File: config.mk
export PLATFORM = sky130hd
export DESIGN_NAME = board_ram_arbiter_flat
export DESIGN_NICKNAME = d
export VERILOG_FILES = /design/src/rtl/board_ram_arbiter_if.sv /design/src/rtl/board_ram_arbiter.sv /design/src/flat_wrapper.sv
export SDC_FILE = /design/constraint.sdc
export NUM_CORES = 1
export LEC_CHECK = 0
export ABC_CLOCK_PERIOD_IN_PS = 1240
export BUFFER_PORTS_ARGS = -buffer_cell sky130_fd_sc_hd__buf_2
export CAP_MARGIN = 5
export CELL_PAD_IN_SITES_DETAIL_PLACEMENT = 1
export CELL_PAD_IN_SITES_GLOBAL_PLACEMENT = 2
export CORE_MARGIN = 2
export CORE_UTILIZATION = 22
export DETAILED_ROUTE_END_ITERATION = 16
export PLACE_DENSITY = 0.81
export SKIP_CTS_REPAIR_TIMING = 1
export SYNTH_ARGS = -nofsm -noshare
export SYNTH_HDL_FRONTEND = slang
export SYNTH_SLANG_ARGS = --single-unit
File: constraint.sdc
create_clock -name clk_clk -period 1.24 [get_ports clk_clk]
set_input_delay 0.124 -clock clk_clk [delete_from_list [all_inputs] [get_ports clk_clk]]
set_output_delay 0.124 -clock clk_clk [all_outputs]
set_load 0.005 [all_outputs]
File: src/rtl/board_ram_arbiter_if.sv
// Bus bundle between the board RAM arbiter, its three requesters
// and the single-port playfield RAM.
interface board_ram_arbiter_if #(
  parameter int ADDR_W = 8,
  parameter int DATA_W = 4
);
  logic              vga_req;
  logic [ADDR_W-1:0] vga_addr;
  logic              vga_gnt;
  logic              vga_rvalid;
  logic              m0_req;
  logic              m0_we;
  logic [ADDR_W-1:0] m0_addr;
  logic [DATA_W-1:0] m0_wdata;
  logic              m0_gnt;
  logic              m0_rvalid;
  logic              m1_req;
  logic              m1_we;
  logic [ADDR_W-1:0] m1_addr;
  logic [DATA_W-1:0] m1_wdata;
  logic              m1_gnt;
  logic              m1_rvalid;
  logic [DATA_W-1:0] rdata;
  logic [ADDR_W-1:0] ram_addr;
  logic              ram_we;
  logic [DATA_W-1:0] ram_wdata;
  logic [DATA_W-1:0] ram_rdata;

  modport slave (
    input  vga_req, vga_addr,
    input  m0_req, m0_we, m0_addr, m0_wdata,
    input  m1_req, m1_we, m1_addr, m1_wdata,
    input  ram_rdata,
    output vga_gnt, vga_rvalid,
    output m0_gnt, m0_rvalid,
    output m1_gnt, m1_rvalid,
    output rdata, ram_addr, ram_we, ram_wdata
  );

  modport master (
    output vga_req, vga_addr,
    output m0_req, m0_we, m0_addr, m0_wdata,
    output m1_req, m1_we, m1_addr, m1_wdata,
    output ram_rdata,
    input  vga_gnt, vga_rvalid,
    input  m0_gnt, m0_rvalid,
    input  m1_gnt, m1_rvalid,
    input  rdata, ram_addr, ram_we, ram_wdata
  );
endinterface

File: src/rtl/board_ram_arbiter.sv
// Board RAM arbiter: VGA priority, m0/m1 round-robin, starvation override.
// Optional ARB_STATS_EN adds saturating defer/wait statistics counters.
module board_ram_arbiter #(
  parameter int ADDR_W       = 8,
  parameter int DATA_W       = 4,
  parameter int STARVE_LIMIT = 16
) (
  input  logic clk_clk,
  input  logic reset_reset,
  board_ram_arbiter_if.slave bus
`ifdef ARB_STATS_EN
  ,
  input  logic        stat_clr,
  output logic [15:0] stat_vga_defer,
  output logic [15:0] stat_game_wait
`endif
);
  localparam int SW = $clog2(STARVE_LIMIT + 1);

  typedef enum logic [1:0] {
    SEL_NONE, SEL_VGA, SEL_M0, SEL_M1
  } sel_e;

  sel_e sel;
  logic game_req, pick_m1, starved, game_gnt;
  logic rr_q, rr_d;
  logic [SW-1:0] starve_q, starve_d;
  logic [ADDR_W-1:0] addr_q, addr_d;
  logic we_q, we_d;
  logic [DATA_W-1:0] wdata_q, wdata_d;
  // one-hot {m1, m0, vga}
  logic [2:0] gnt_q, gnt_d;
  logic [2:0] rd_q, rd_d;
  logic [2:0] rv_q;

  always_comb begin
    game_req = bus.m0_req | bus.m1_req;
    pick_m1  = bus.m1_req & (~bus.m0_req | rr_q);
    starved  = starve_q >= SW'(STARVE_LIMIT);
    sel      = SEL_NONE;
    if (starved && game_req)
      sel = pick_m1 ? SEL_M1 : SEL_M0;
    else if (bus.vga_req)
      sel = SEL_VGA;
    else if (game_req)
      sel = pick_m1 ? SEL_M1 : SEL_M0;
    game_gnt = (sel == SEL_M0) || (sel == SEL_M1);
  end

  always_comb begin
    addr_d  = addr_q;
    we_d    = 1'b0;
    wdata_d = wdata_q;
    gnt_d   = 3'b000;
    rd_d    = 3'b000;
    rr_d    = rr_q;
    unique case (sel)
      SEL_VGA: begin
        addr_d = bus.vga_addr;
        gnt_d  = 3'b001;
        rd_d   = 3'b001;
      end
      SEL_M0: begin
        addr_d  = bus.m0_addr;
        we_d    = bus.m0_we;
        wdata_d = bus.m0_wdata;
        gnt_d   = 3'b010;
        rd_d    = bus.m0_we ? 3'b000 : 3'b010;
        rr_d    = 1'b1;
      end
      SEL_M1: begin
        addr_d  = bus.m1_addr;
        we_d    = bus.m1_we;
        wdata_d = bus.m1_wdata;
        gnt_d   = 3'b100;
        rd_d    = bus.m1_we ? 3'b000 : 3'b100;
        rr_d    = 1'b0;
      end
      default: ;
    endcase
    if (!game_req || game_gnt)
      starve_d = '0;
    else if (!starved)
      starve_d = starve_q + SW'(1);
    else
      starve_d = starve_q;
  end

  always_ff @(posedge clk_clk) begin
    if (reset_reset) begin
      addr_q   <= '0;
      we_q     <= 1'b0;
      wdata_q  <= '0;
      gnt_q    <= '0;
      rd_q     <= '0;
      rv_q     <= '0;
      rr_q     <= 1'b0;
      starve_q <= '0;
    end else begin
      addr_q   <= addr_d;
      we_q     <= we_d;
      wdata_q  <= wdata_d;
      gnt_q    <= gnt_d;
      rd_q     <= rd_d;
      rv_q     <= rd_q;
      rr_q     <= rr_d;
      starve_q <= starve_d;
    end
  end

  assign bus.ram_addr   = addr_q;
  assign bus.ram_we     = we_q;
  assign bus.ram_wdata  = wdata_q;
  assign bus.rdata      = bus.ram_rdata;
  assign bus.vga_gnt    = gnt_q[0];
  assign bus.m0_gnt     = gnt_q[1];
  assign bus.m1_gnt     = gnt_q[2];
  assign bus.vga_rvalid = rv_q[0];
  assign bus.m0_rvalid  = rv_q[1];
  assign bus.m1_rvalid  = rv_q[2];

`ifdef ARB_STATS_EN
  logic [15:0] vdef_q, gwait_q;
  logic vdef_inc, gwait_inc;

  assign vdef_inc  = bus.vga_req && (sel != SEL_VGA);
  assign gwait_inc = game_req && !game_gnt;

  always_ff @(posedge clk_clk) begin
    if (reset_reset || stat_clr) begin
      vdef_q  <= '0;
      gwait_q <= '0;
    end else begin
      if (vdef_inc && vdef_q != 16'hFFFF)
        vdef_q <= vdef_q + 16'd1;
      if (gwait_inc && gwait_q != 16'hFFFF)
        gwait_q <= gwait_q + 16'd1;
    end
  end

  assign stat_vga_defer = vdef_q;
  assign stat_game_wait = gwait_q;
`endif
endmodule

File: src/flat_wrapper.sv
// flat-port wrapper written by rule: the top's interface ports become plain ports
module board_ram_arbiter_flat 
#(
  parameter int ADDR_W       = 8,
  parameter int DATA_W       = 4,
  parameter int STARVE_LIMIT = 16
)
  (clk_clk, reset_reset, bus_vga_req, bus_vga_addr, bus_m0_req, bus_m0_we, bus_m0_addr, bus_m0_wdata, bus_m1_req, bus_m1_we, bus_m1_addr, bus_m1_wdata, bus_ram_rdata, bus_vga_gnt, bus_vga_rvalid, bus_m0_gnt, bus_m0_rvalid, bus_m1_gnt, bus_m1_rvalid, bus_rdata, bus_ram_addr, bus_ram_we, bus_ram_wdata);
  board_ram_arbiter_if #(.ADDR_W(ADDR_W), .DATA_W(DATA_W)) bus_i ();
  input  logic clk_clk;
  input  logic reset_reset;
  input wire logic [$bits(bus_i.vga_req)-1:0] bus_vga_req;
  input wire logic [$bits(bus_i.vga_addr)-1:0] bus_vga_addr;
  input wire logic [$bits(bus_i.m0_req)-1:0] bus_m0_req;
  input wire logic [$bits(bus_i.m0_we)-1:0] bus_m0_we;
  input wire logic [$bits(bus_i.m0_addr)-1:0] bus_m0_addr;
  input wire logic [$bits(bus_i.m0_wdata)-1:0] bus_m0_wdata;
  input wire logic [$bits(bus_i.m1_req)-1:0] bus_m1_req;
  input wire logic [$bits(bus_i.m1_we)-1:0] bus_m1_we;
  input wire logic [$bits(bus_i.m1_addr)-1:0] bus_m1_addr;
  input wire logic [$bits(bus_i.m1_wdata)-1:0] bus_m1_wdata;
  input wire logic [$bits(bus_i.ram_rdata)-1:0] bus_ram_rdata;
  output wire logic [$bits(bus_i.vga_gnt)-1:0] bus_vga_gnt;
  output wire logic [$bits(bus_i.vga_rvalid)-1:0] bus_vga_rvalid;
  output wire logic [$bits(bus_i.m0_gnt)-1:0] bus_m0_gnt;
  output wire logic [$bits(bus_i.m0_rvalid)-1:0] bus_m0_rvalid;
  output wire logic [$bits(bus_i.m1_gnt)-1:0] bus_m1_gnt;
  output wire logic [$bits(bus_i.m1_rvalid)-1:0] bus_m1_rvalid;
  output wire logic [$bits(bus_i.rdata)-1:0] bus_rdata;
  output wire logic [$bits(bus_i.ram_addr)-1:0] bus_ram_addr;
  output wire logic [$bits(bus_i.ram_we)-1:0] bus_ram_we;
  output wire logic [$bits(bus_i.ram_wdata)-1:0] bus_ram_wdata;
  assign bus_i.vga_req = bus_vga_req;
  assign bus_i.vga_addr = bus_vga_addr;
  assign bus_i.m0_req = bus_m0_req;
  assign bus_i.m0_we = bus_m0_we;
  assign bus_i.m0_addr = bus_m0_addr;
  assign bus_i.m0_wdata = bus_m0_wdata;
  assign bus_i.m1_req = bus_m1_req;
  assign bus_i.m1_we = bus_m1_we;
  assign bus_i.m1_addr = bus_m1_addr;
  assign bus_i.m1_wdata = bus_m1_wdata;
  assign bus_i.ram_rdata = bus_ram_rdata;
  assign bus_vga_gnt = bus_i.vga_gnt;
  assign bus_vga_rvalid = bus_i.vga_rvalid;
  assign bus_m0_gnt = bus_i.m0_gnt;
  assign bus_m0_rvalid = bus_i.m0_rvalid;
  assign bus_m1_gnt = bus_i.m1_gnt;
  assign bus_m1_rvalid = bus_i.m1_rvalid;
  assign bus_rdata = bus_i.rdata;
  assign bus_ram_addr = bus_i.ram_addr;
  assign bus_ram_we = bus_i.ram_we;
  assign bus_ram_wdata = bus_i.ram_wdata;
  board_ram_arbiter #(.ADDR_W(ADDR_W), .DATA_W(DATA_W), .STARVE_LIMIT(STARVE_LIMIT)) u_core (.clk_clk(clk_clk), .reset_reset(reset_reset), .bus(bus_i));
endmodule
* Yosys cells after proc, flatten, opt, wreduce, memory -nomap -nowiden *
Cells that the tools add are included.

storage, ports and cells
  bits in registers = 28
  input bits = 43
  output and inout port bits = 23
  logic and storage cells = 36

operators by class
  add/subtract/negate cells = 1
  $lt $le $gt $ge = 1
  equality and inequality tests = 3
  multiplexer cells = 12
  bitwise gates (word level) = 4
  reductions and logical operators = 7

operators with widths
  kind                   number
  $pmux W8 S3            1
  $pmux W3 S3            2
  $mux W2                4
  $pmux W4 S2            1
  $add A5 B1 Y5 const B  1
  $ge A5 B5 Y1 const B   1
  $eq A2 B2 Y1 const B   2
  $pmux W1 S2            2
  $mux W3                1
  $reduce_bool A3 Y1     1
  $eq A2 B1 Y1 const B   1
  $logic_or A1 B1 Y1     2
  $or A1 B1 Y1           2
  $reduce_bool A2 Y1     1
  $reduce_or A2 Y1       1
  $and A1 B1 Y1          1
  $logic_and A1 B1 Y1    1
  $logic_not A1 Y1       1
  $mux W1                1
  $not A1 Y1             1

* Depth between registers and ports, before layout *
Gate-level depths: netlist of the first run.

  depth in word-level cells = 11
  depth in mapped cells = 5
  gate-level depth less buffers = 4

* Worst setup path after synthesis of the first run *
Ideal clock, no wire load.

  path kind = register to register
  from = register u_core.starve_q[4]
  to = register u_core.starve_q[0]
  setup time = 0.065 ns
  data arrival time = 1.096 ns
  required time = 1.175 ns
  path slack = 0.080 ns
  stages on the path, launching flop included = 5
  path buffers = 1
  clock period less this slack = 1.160 ns
  cells stage by stage = dfxtp_1 -> buf_4 -> nand2b_4 -> or3_1 -> nor2_1

between the ends
  cells in the longest elaborated chain, start to end = 7
  elaborated cells on any way between the ends = 8
  classes of those cells = order compare (1); eq/ne (2); mux (1); reduce/logical (4)

RTL lines
  what                        line                      text
  start: declaration          board_ram_arbiter.sv:27   logic [SW-1:0] starve_q, starve_d;
  start signal: assignment    board_ram_arbiter.sv:107  starve_q <= starve_d;
  $ge A5 B5 Y1 *              board_ram_arbiter.sv:39   starved = starve_q >= SW'(STARVE_LIMIT);
  $logic_and A1 B1 Y1         board_ram_arbiter.sv:41   if (starved && game_req)
  $mux W2                     board_ram_arbiter.sv:41
  $eq A2 B2 Y1                board_ram_arbiter.sv:47   game_gnt = (sel == SEL_M0) || (sel == SEL_M1);
  $logic_or A1 B1 Y1          board_ram_arbiter.sv:47
  $logic_or A1 B1 Y1          board_ram_arbiter.sv:81   if (!game_req || game_gnt)
  $reduce_or A2 Y1 (no line)  n/a

Mark *: on every way between the ends. The rest lies on a longest branch, timed or not.
A chain may end at the register's enable or synchronous reset.

* Worst setup path in the final report of the first run *
  from = register u_core.starve_q[4]
  to = register u_core.wdata_q[3], in the netlist u_core.bus.ram_wdata[3]

between the ends
  cells in the longest elaborated chain, start to end = 5
  elaborated cells on any way between the ends = 7
  classes of those cells = order compare (1); eq/ne (2); mux (2); reduce/logical (2)

RTL lines
  what                                               line                      text
  $ge A5 B5 Y1 *                                     board_ram_arbiter.sv:39
  $logic_and A1 B1 Y1 *                              board_ram_arbiter.sv:41
  $mux W2 *                                          board_ram_arbiter.sv:41
  $eq A2 B2 Y1                                       board_ram_arbiter.sv:57   unique case (sel)
  $pmux W4 S2 or $reduce_bool A2 Y1 (tied branches)  n/a
  end signal: assignment                             board_ram_arbiter.sv:102  wdata_q <= wdata_d;
  end: declaration                                   board_ram_arbiter.sv:30   logic [DATA_W-1:0] wdata_q, wdata_d;

Marked as above.

==> key figures, run 1 <==
Cells and area
  • Diode count: 0
  • Fill count: 702
  • Final net count: 236
  • Fin cells: 262
  • Layout cells sized above 1: 43.2%
  • Area grow syn2layout: 32.5%

CTS
  • Total number of H-tree levels: 1
  • Clock-pin slew on the worst setup and hold paths: 100 ps
  • CTS Root Cell: clkbuf_8
  • CTS tree: done
  • Clk buf depth: 2
  • Clock Sinks: 27
  • CTS Buf Count: 3
  • Clk Latency, worst-skew pair: 280 ps

Routing
  • DR vias/cell: 4.60
  • Drt total wl: 3620 um
  • Initial drt markers: 55
  • Vias: 1205
  • TritonRoute pass-1 iters: 3
  • Final ANT Viol Nets: 0
  • Drc violations: 0
  • WL per Instance: 13.8 um

STA
  • Slew margin rel.: 71.1%
  • Fmax: 819 MHz
  • Setup violators final: 0
  • Hold_ws: 16.6 ps
  • Crit share post-route: 98.5%
  • Fin crit period: 1220 ps
  • RSZ-0062 raised after global routing: yes
  • Worst-Margin Slew: 430 ps
  • Worst clock skew: 2.78 ps
  • Final Hold Violating Endpoints: 0
  • Final Slew Violations: 0

Synth
  • Post-synth ARST share: 0%
  • Register area share after synthesis: 41.7%
  • Avg Synthesized Cell Area: 9.74 sq um
  • Mapped cell area: 1290 sq um
  • Syn Inst Count: 133
  • Top FF cell, synth: dfxtp_1
  • Synthesized Nets: 178
  • Cell variety after synth: 40
  • Synth Register Bits: 27
  • Synth warnings: 0
  • Post-synth EDFFs: 0

Outcome
  • Status: finished, final reports clean

Global routing
  • GRT overflow: 0
  • Vias in the first global route: 1172
  • Largest net degree at the start of global routing: 18
  • Total GRT Usage: 11.6%
  • First-pass GRT wire length: 5730 um
  • Initial antenna violation count: 0

Floorplanning
  • DIE HEIGHT: 80.7 um
  • I/O pin cnt: 66
  • DIE WIDTH: 80.7 um
  • Core area: 5610 sq um
  • Starting Density: 23.1%
  • Die Area: 6520 sq um
  • FP Rows: 27

Power and ir drop
  • Leak pwr: 0.000747 uW
  • Cell Pwr Density: 1040 nW/um^2
  • Maximum vdd drop: 0.416 mV
  • Total power: 1790 uW

Worst setup path
  • Worst Path Max Fanout: 6
  • Cell Chain, Critical Path: nor2b_4 -> buf_6 -> nor3_4 -> a221o_1
  • Crit end category: flop
  • Critical path class: reg2reg
  • CP required: 1420 ps
  • Crit path max-delay family: flip-flops
  • Reg2reg setup slack: 20 ps
  • CP Buf/Inv Count: 1
  • Data arrival, critical path: 1400 ps
  • CP max-delay cell: dfxtp_4
  • Slowest stage delay, CP: 380 ps
  • Startpoint types: flop

Run
  • Max_cap viols: 0

Placement
  • # port buffers: 57
  • # placed instances: 256
  • Final Wtd Congestion: 0.752
  • DP Wirelength: 2900 um

Worst hold path
  • HP Class: in2reg
## stage by stage
step	setup slack [ps]	utilization, %	setup TNS (ps)	instance area, sq um
2_1_floorplan	79.7	-	0	1290
3_3_place_gp	1.77	29.1	0	1630
3_5_place_dp	-6.68	29.1	-28.6	1630
4_1_cts	-38.0	30.0	-130	1680
5_1_grt	-10.1	30.6	-23.3	1720
6_report	19.2	30.6	0	1720
## registers in the layout (all words and copies together), names as in the netlist
register,cells
u_core.gnt_q,2
u_core.rr_q,1
u_core.starve_q,5
u_core.bus.ram_wdata,4
u_core.bus.ram_addr,8
u_core.rv_q,3
u_core.rd_q,3
u_core.bus.ram_we,1
## cells in the mapped netlist (all sizes together), types with 4 or more instances
cell type	n	area, sq um
nand3	4	20.0
nand4	5	31.3
a311oi	8	82.6
o21ai	8	40.0
a211oi	5	37.5
a221o	4	40.0
nor2b	7	58.8
buf	10	73.8
nor2	14	55.1
dfxtp	27	541
inv	9	33.8
o221ai	4	35.0
## worst reg2reg max path: cells and delay by family, from the launching register on
family | cells | cell delay (ps)
AOI/OAI and AO/OA | 1 | 350
and+or+nand+nor | 2 | 260
buffers and inverters | 1 | 140
DFF | 1 | 380
## kinds of logic after synthesis
group	after synthesis	synth area share, %
multiplexers	1	0.773
AO/OA/AOI/OAI	40	24.8
buffers and inverters	20	8.60
XOR/XNOR	3	2.03
AND/OR/NAND/NOR	40	20.1
flip-flops	27	41.7
adder cells (fa/ha/maj)	2	1.93
## per-layer routing
layer | wire length [um] | GRT usage (%) | part of all wire, %
met5 | 0 | 0 | 0
met4 | 54 | 4.41 | 1.5
met3 | 224 | 2.92 | 6.2
met2 | 1770 | 20.4 | 49
met1 | 1560 | 13.6 | 43
## power by group
part / internal (uW) / switching, uW / total (uW)
clock: 237 / 307 / 544
combinational: 153 / 158 / 311
sequential: 912 / 23.7 / 935
total: 1300 / 489 / 1790
## cell type report
type | count | area, sq um | share of cell area, %
Clock buffer | 3 | 41.3 | 2.41
Clock inverter | 1 | 8.76 | 0.511
Inverter | 9 | 33.8 | 1.97
Multi-Input combinational cell | 86 | 648 | 37.8
Sequential cell | 27 | 546 | 31.8
Tap cell | 72 | 90.1 | 5.25
Timing Repair Buffer | 64 | 348 | 20.3
## cell usage in the layout, fill, tap and decap left out, types with 2 or more instances in the layout
cell type / netlist / routed
ha_1: 2 / 2
clkbuf_8: 0 / 3
nand3_1: 4 / 4
dfxtp_1: 27 / 25
buf_2: 2 / 57
a221o_1: 4 / 4
nor2b_4: 2 / 2
o21ai_0: 7 / 6
o21ai_1: 1 / 2
nand4_1: 5 / 5
o221ai_1: 4 / 4
buf_4: 7 / 4
o211ai_1: 3 / 3
inv_1: 8 / 8
a311oi_2: 2 / 2
a311oi_1: 6 / 6
a21bo_2: 3 / 3
xor2_1: 2 / 2
a211oi_1: 5 / 5
nor2b_1: 5 / 5
nor2_1: 13 / 13
buf_6: 1 / 2
## final timing paths
kind | start | to | cells after the start
max | u_core.starve_q[4]$_SDFFE_PP0N_ | u_core.bus.ram_wdata[3]$_SDFFE_PP0N_ | 4
min | bus_m0_we | u_core.rd_q[1]$_SDFF_PP0_ | 2
max reg2reg | u_core.starve_q[4]$_SDFFE_PP0N_ | u_core.bus.ram_wdata[3]$_SDFFE_PP0N_ | 4
min reg2reg | u_core.rd_q[2]$_SDFF_PP0_ | u_core.rv_q[2]$_SDFF_PP0_ | 1
(Power assumes the default switching activity.)
==> run 2, diff against run 1 <==
--- a/config.mk
+++ b/config.mk
@@ -14,6 +14,7 @@
 export CORE_UTILIZATION = 22
 export DETAILED_ROUTE_END_ITERATION = 16
 export PLACE_DENSITY = 0.81
+export SETUP_SLACK_MARGIN = 0.5
 export SKIP_CTS_REPAIR_TIMING = 1
 export SYNTH_ARGS = -nofsm -noshare
 export SYNTH_HDL_FRONTEND = slang
==> run 2 against run 1 <==
Against the previous run: the run now ends with negative setup slack left; register-to-register slack worse by 30 ps; sequential power is 1% higher; total power is 5.6% higher; largest cell class unchanged; largest power group unchanged.
==> key figures, run 2 (synthesized netlist as in run 1, its figures left out) <==
Outcome
  • Status: complete, but fails checks
  • Failing checks: negative setup slack

Worst hold path
  • Hold path depth: 2
  • End point of the worst hold path: u_core.rd_q[1]$_SDFF_PP0_
  • Worst hold path startpoint: bus_m0_we
  • HP Class: in2reg

STA
  • Hold_ws: 20.5 ps
  • Slew margin rel.: 77.2%
  • Fin crit period: 1250 ps
  • Crit share post-route: 101%
  • Setup WS post-layout: -7.77 ps
  • Fmax: 801 MHz
  • Worst clock skew: 4.94 ps
  • Worst-Margin Slew: 341 ps
  • RSZ-0062 raised after global routing: yes
  • Final Hold Violating Endpoints: 0
  • Final Slew Violations: 0
  • Setup violators final: 2

Placement
  • DP Wirelength: 2960 um
  • # port buffers: 57
  • Final Wtd Congestion: 0.708
  • Area after DPL: 1690 sq um

Routing
  • Drc violations: 0
  • DR vias/cell: 4.68
  • Final ANT Viol Nets: 0
  • Vias: 1296
  • Drt total wl: 4520 um
  • Initial drt markers: 77
  • TritonRoute pass-1 iters: 4
  • WL per Instance: 16.3 um

CTS
  • CTS Buf Count: 3
  • CTS tree: done
  • Clock Sinks: 27
  • Clk Latency, worst-skew pair: 290 ps
  • Clk buf depth: 2
  • CTS Root Cell: clkbuf_8
  • Clock-pin slew on the worst setup and hold paths: 100 ps
  • Total number of H-tree levels: 1

Floorplanning
  • Core area: 5610 sq um
  • Starting Density: 23.1%
  • DIE HEIGHT: 80.7 um
  • I/O pin cnt: 66
  • FP Rows: 27
  • DIE WIDTH: 80.7 um
  • Die Area: 6520 sq um

Worst setup path
  • Reg2reg setup slack: -8 ps
  • FF-to-FF Start: u_core.starve_q[4]$_SDFFE_PP0N_
  • Register-to-Register Path Depth: 4
  • Critical path class: reg2reg
  • Data arrival, critical path: 1420 ps
  • Startpoint types: flop
  • Reg-to-reg endpoint: u_core.bus.ram_wdata[3]$_SDFFE_PP0N_
  • Worst Path Max Fanout: 5
  • CP required: 1420 ps
  • Crit end category: flop

Cells and area
  • Design Area, Final: 2010 sq um
  • Final net count: 251
  • Commonest cells after routing, fill and taps aside: buf_2, dfxtp_2, buf_4, nor2_1, dfxtp_1
  • Layout cells sized above 1: 62.4%
  • Diode count: 0
  • Area grow syn2layout: 55.1%
  • Max reg flops: 8
  • Commonest non-fill, non-tap cell in the layout: buf_2

Run
  • Max_cap viols: 0

Global routing
  • GRT overflow: 0
  • First-pass GRT wire length: 5770 um
  • Total GRT Usage: 11.7%
  • Initial antenna violation count: 0
  • Vias in the first global route: 1188
  • Largest net degree at the start of global routing: 17

Power and ir drop
  • Leak pwr: 0.000860 uW
  • Cell Pwr Density: 941 nW/um^2
  • Maximum vdd drop: 0.404 mV
run 2: cell types whose count changed in the layout (fill, tap and decap cells not counted), moves of 3 or more:
| cell | before | now |
|---|---|---|
| a21bo_2 | 3 | 0 |
| a21bo_4 | 0 | 3 |
| buf_2 | 57 | 54 |
| buf_4 | 4 | 13 |
| buf_6 | 2 | 8 |
| dfxtp_1 | 25 | 9 |
| dfxtp_2 | 1 | 16 |
| nor2_1 | 13 | 10 |
| nor2_2 | 1 | 4 |
| o21ai_0 | 6 | 1 |
| o21ai_2 | 0 | 5 |
run 2: layout make-up:
cell class              instances  area (sq um)
flip-flops and latches         27           568
clock inverters                 1          7.51
fillers                       665          3600
multi-input cells              87           754
inverters                       9          33.8
clock buffers                   3          41.3
repair buffers                 78           513
well taps                      72          90.1
run 2: worst max path at each step:
stage,start,to,slack (ps)
detailed placement,u_core.starve_q[4]$_SDFFE_PP0N_,u_core.bus.ram_wdata[2]$_SDFFE_PP0N_,-0.3
finish,u_core.starve_q[4]$_SDFFE_PP0N_,u_core.bus.ram_wdata[3]$_SDFFE_PP0N_,-8
CTS,u_core.starve_q[4]$_SDFFE_PP0N_,u_core.starve_q[3]$_SDFFE_PP0N_,-30
floorplan,u_core.starve_q[4]$_SDFFE_PP0N_,u_core.starve_q[0]$_SDFFE_PP0N_,130
global placement,u_core.starve_q[4]$_SDFFE_PP0N_,u_core.starve_q[4]$_SDFFE_PP0N_,50
global route,u_core.starve_q[4]$_SDFFE_PP0N_,u_core.bus.ram_wdata[2]$_SDFFE_PP0N_,-60
run 2: metal layers:
| metal | part of all wire [%] | wire length (um) | track usage, % |
|---|---|---|---|
| met1 | 44 | 1980 | 15.6 |
| met2 | 49 | 2220 | 18.4 |
| met3 | 5.1 | 230 | 3.03 |
| met4 | 2.0 | 91 | 4.07 |
| met5 | 0 | 0 | 0 |
run 2: power breakdown:
| group | switching, uW | total [uW] | internal (uW) | leakage (uW) |
|---|---|---|---|---|
| logic | 200 | 415 | 215 | 0.000610 |
| registers | 27.7 | 945 | 917 | 0.000229 |
| clock network | 301 | 530 | 229 | 0.0000217 |
| total | 528 | 1890 | 1360 | 0.000860 |
run 2: metrics by stage:
| stage | TNS [ps] | power, uW | instances | util [%] | worst slack (ps) |
|---|---|---|---|---|---|
| after floorplan | 0 | 1140 | 133 | - | 127 |
| after global placement | 0 | 1290 | 259 | 30.1 | 47.6 |
| after detailed placement | -0.301 | 1290 | 259 | 30.1 | -0.301 |
| after CTS | -84.9 | 1820 | 263 | 31.0 | -25.4 |
| after global routing | -491 | 1990 | 277 | 35.8 | -61.3 |
| final | -14.9 | 1890 | 277 | 35.8 | -7.77 |
run 2: critical path, cell delays in order (launching register included):
cell     delay (ps)
dfxtp_4         380
nor2b_4         200
nor4_4           70
buf_4           160
a221o_1         320
==> run 3, diff against run 2 <==
--- a/config.mk
+++ b/config.mk
@@ -13,9 +13,11 @@
 export CORE_MARGIN = 2
 export CORE_UTILIZATION = 22
 export DETAILED_ROUTE_END_ITERATION = 16
+export GPL_TIMING_DRIVEN = 0
 export PLACE_DENSITY = 0.81
 export SETUP_SLACK_MARGIN = 0.5
 export SKIP_CTS_REPAIR_TIMING = 1
 export SYNTH_ARGS = -nofsm -noshare
 export SYNTH_HDL_FRONTEND = slang
 export SYNTH_SLANG_ARGS = --single-unit
+export TNS_END_PERCENT = 20
==> run 3 against run 2 <==
Against the previous run: the flow now finishes without violations; flip-flop and latch count unchanged; combinational power decreased by 14%; sequential share of layout area up 1.3 points.
==> key figures, run 3 (synthesized netlist as in run 1, its figures left out) <==
Global routing
  • Vias in the first global route: 1279
  • Largest net degree at the start of global routing: 16
  • Total GRT Usage: 12.5%
  • First-pass GRT wire length: 6220 um
  • GRT overflow: 0
  • Initial antenna violation count: 0

Cells and area
  • Max reg flops: 8
  • Layout cells sized above 1: 51.2%
  • Commonest non-fill, non-tap cell in the layout: buf_2
  • Area of the multi-input gates: 667 sq um
  • Area grow syn2layout: 43.2%
  • Design Area, Final: 1850 sq um
  • FF+latch area: 548 sq um
  • Util after Layout: 33.1%
  • Diode count: 0
  • Final net count: 251
  • Fill count: 677
  • Commonest cells after routing, fill and taps aside: buf_2, dfxtp_1, nor2_1, buf_4, inv_1

STA
  • Final Hold Violating Endpoints: 0
  • RSZ-0062 raised after global routing: yes
  • Worst clock skew: 3.22 ps
  • Slew margin rel.: 65.8%
  • Setup violators final: 0
  • Final Slew Violations: 0
  • Fmax: 815 MHz
  • Setup_tns: 0 ps
  • Worst-Margin Slew: 513 ps
  • Setup WS post-layout: 13.5 ps
  • Crit share post-route: 98.9%
  • Fin crit period: 1230 ps

Routing
  • Drt total wl: 4040 um
  • TritonRoute pass-1 iters: 4
  • WL per Instance: 14.6 um
  • Drc violations: 0
  • Initial drt markers: 41
  • Final ANT Viol Nets: 0
  • Met2 wire len: 1980 um
  • DR top layer: met4
  • Metal-1 WL: 1770 um
  • DR vias/cell: 4.70
  • Vias: 1303
  • Met3 WL: 230 um

CTS
  • CTS tree: done
  • Clk buf depth: 2
  • Total number of H-tree levels: 1
  • Clk Latency, worst-skew pair: 280 ps
  • CTS Buf Count: 3
  • Clock-pin slew on the worst setup and hold paths: 100 ps
  • Clock Sinks: 27
  • CTS Root Cell: clkbuf_8

Run
  • Max_cap viols: 0

Floorplanning
  • DIE WIDTH: 80.7 um
  • DIE HEIGHT: 80.7 um
  • I/O pin cnt: 66
  • FP Rows: 27
  • Die Area: 6520 sq um
  • Core area: 5610 sq um
  • Starting Density: 23.1%

Worst setup path
  • Slowest stage delay, CP: 330 ps
  • CP Buf/Inv Count: 2
  • Data arrival, critical path: 1430 ps
  • Reg-to-reg endpoint: u_core.bus.ram_addr[6]$_SDFFE_PP0P_
  • CP Launch Point: u_core.starve_q[4]$_SDFFE_PP0N_
  • Critical Path Sink: u_core.bus.ram_addr[6]$_SDFFE_PP0P_
  • Critical path class: reg2reg
  • CP max-delay cell: dfxtp_2
  • Crit end category: flop
  • Worst Path Max Fanout: 7
  • CP required: 1440 ps
  • Cell Chain, Critical Path: buf_8 -> nor2b_4 -> buf_2 -> o21ai_0 -> a311oi_1
  • Crit path max-delay family: flip-flops
  • Reg2reg setup slack: 10 ps
  • Register-to-Register Path Depth: 5
  • Startpoint types: flop
  • FF-to-FF Start: u_core.starve_q[4]$_SDFFE_PP0N_
  • Critical path depth: 5

Power and ir drop
  • Maximum vdd drop: 0.392 mV
  • Cell Pwr Density: 986 nW/um^2
  • Leak pwr: 0.000824 uW
  • Total power: 1830 uW

Placement
  • # port buffers: 61
  • Final Wtd Congestion: 0.685
  • DP Wirelength: 2930 um
  • Area after DPL: 1710 sq um
  • Place WS: -69.6 ps

Worst hold path
  • HP Class: in2reg
  • Worst hold path startpoint: bus_m0_we

Outcome
  • Status: finished, final reports clean
-- run 3: cell count changes in the layout (fill, tap and decap cells not counted), moves of 2 or more --
| cell | before | now |
|---|---|---|
| dfxtp_1 | 9 | 21 |
| dfxtp_2 | 16 | 6 |
| buf_2 | 54 | 63 |
| buf_6 | 8 | 2 |
| buf_4 | 13 | 9 |
| a21bo_2 | 0 | 3 |
| a21bo_4 | 3 | 0 |
| nor2_1 | 10 | 13 |
| nor2_2 | 4 | 1 |
| o21ai_0 | 1 | 4 |
| o21ai_2 | 5 | 2 |
| buf_8 | 0 | 2 |
| dfxtp_4 | 2 | 0 |
-- run 3: power by group --
| part | switching [uW] | leakage (uW) | internal, uW |
|---|---|---|---|
| Clock | 304 | 0.0000255 | 226 |
| Sequential | 24.9 | 0.000224 | 916 |
| Combinational | 176 | 0.000575 | 181 |
| Total | 505 | 0.000824 | 1320 |
-- run 3: how the worst min path moves through the flow --
stage,to,slack [ps],cells after the start
floorplan,u_core.rd_q[2]$_SDFF_PP0_,200,1
global placement,u_core.rd_q[2]$_SDFF_PP0_,300,2
finish,u_core.rd_q[1]$_SDFF_PP0_,20,2
CTS,u_core.rd_q[2]$_SDFF_PP0_,-3,2
detailed placement,u_core.rd_q[2]$_SDFF_PP0_,300,2
global route,u_core.rd_q[1]$_SDFF_PP0_,10,2
-- run 3: metal layers --
layer  track usage, %  vias to the layer above
met1             15.8                      631
li1                 -                      632
met4             5.42                        0
met3             3.37                        6
met2             20.1                       34
met5                0                        -
-- run 3: worst reg2reg max path: stages, from the launching register on --
cell      delay, ps
dfxtp_2         330
buf_8           130
nor2b_4         160
buf_2           200
o21ai_0         110
a311oi_1        220
-- run 3: stage by stage --
stage | std cells | hold slack, ps
5_1_grt | 277 | 10.1
6_report | 277 | 18.9
3_5_place_dp | 266 | 303
3_3_place_gp | 266 | 300
4_1_cts | 270 | -3.43
2_1_floorplan | 133 | 196
-- run 3: layout make-up --
type / instances / share of cell area [%]
Inverter: 9 / 1.82
Tap cell: 72 / 4.86
Timing Repair Buffer: 68 / 20.3
Clock inverter: 1 / 0.270
Clock buffer: 3 / 2.23
Buffer: 11 / 4.99
Sequential cell: 27 / 29.6
Multi-Input combinational cell: 86 / 36.0
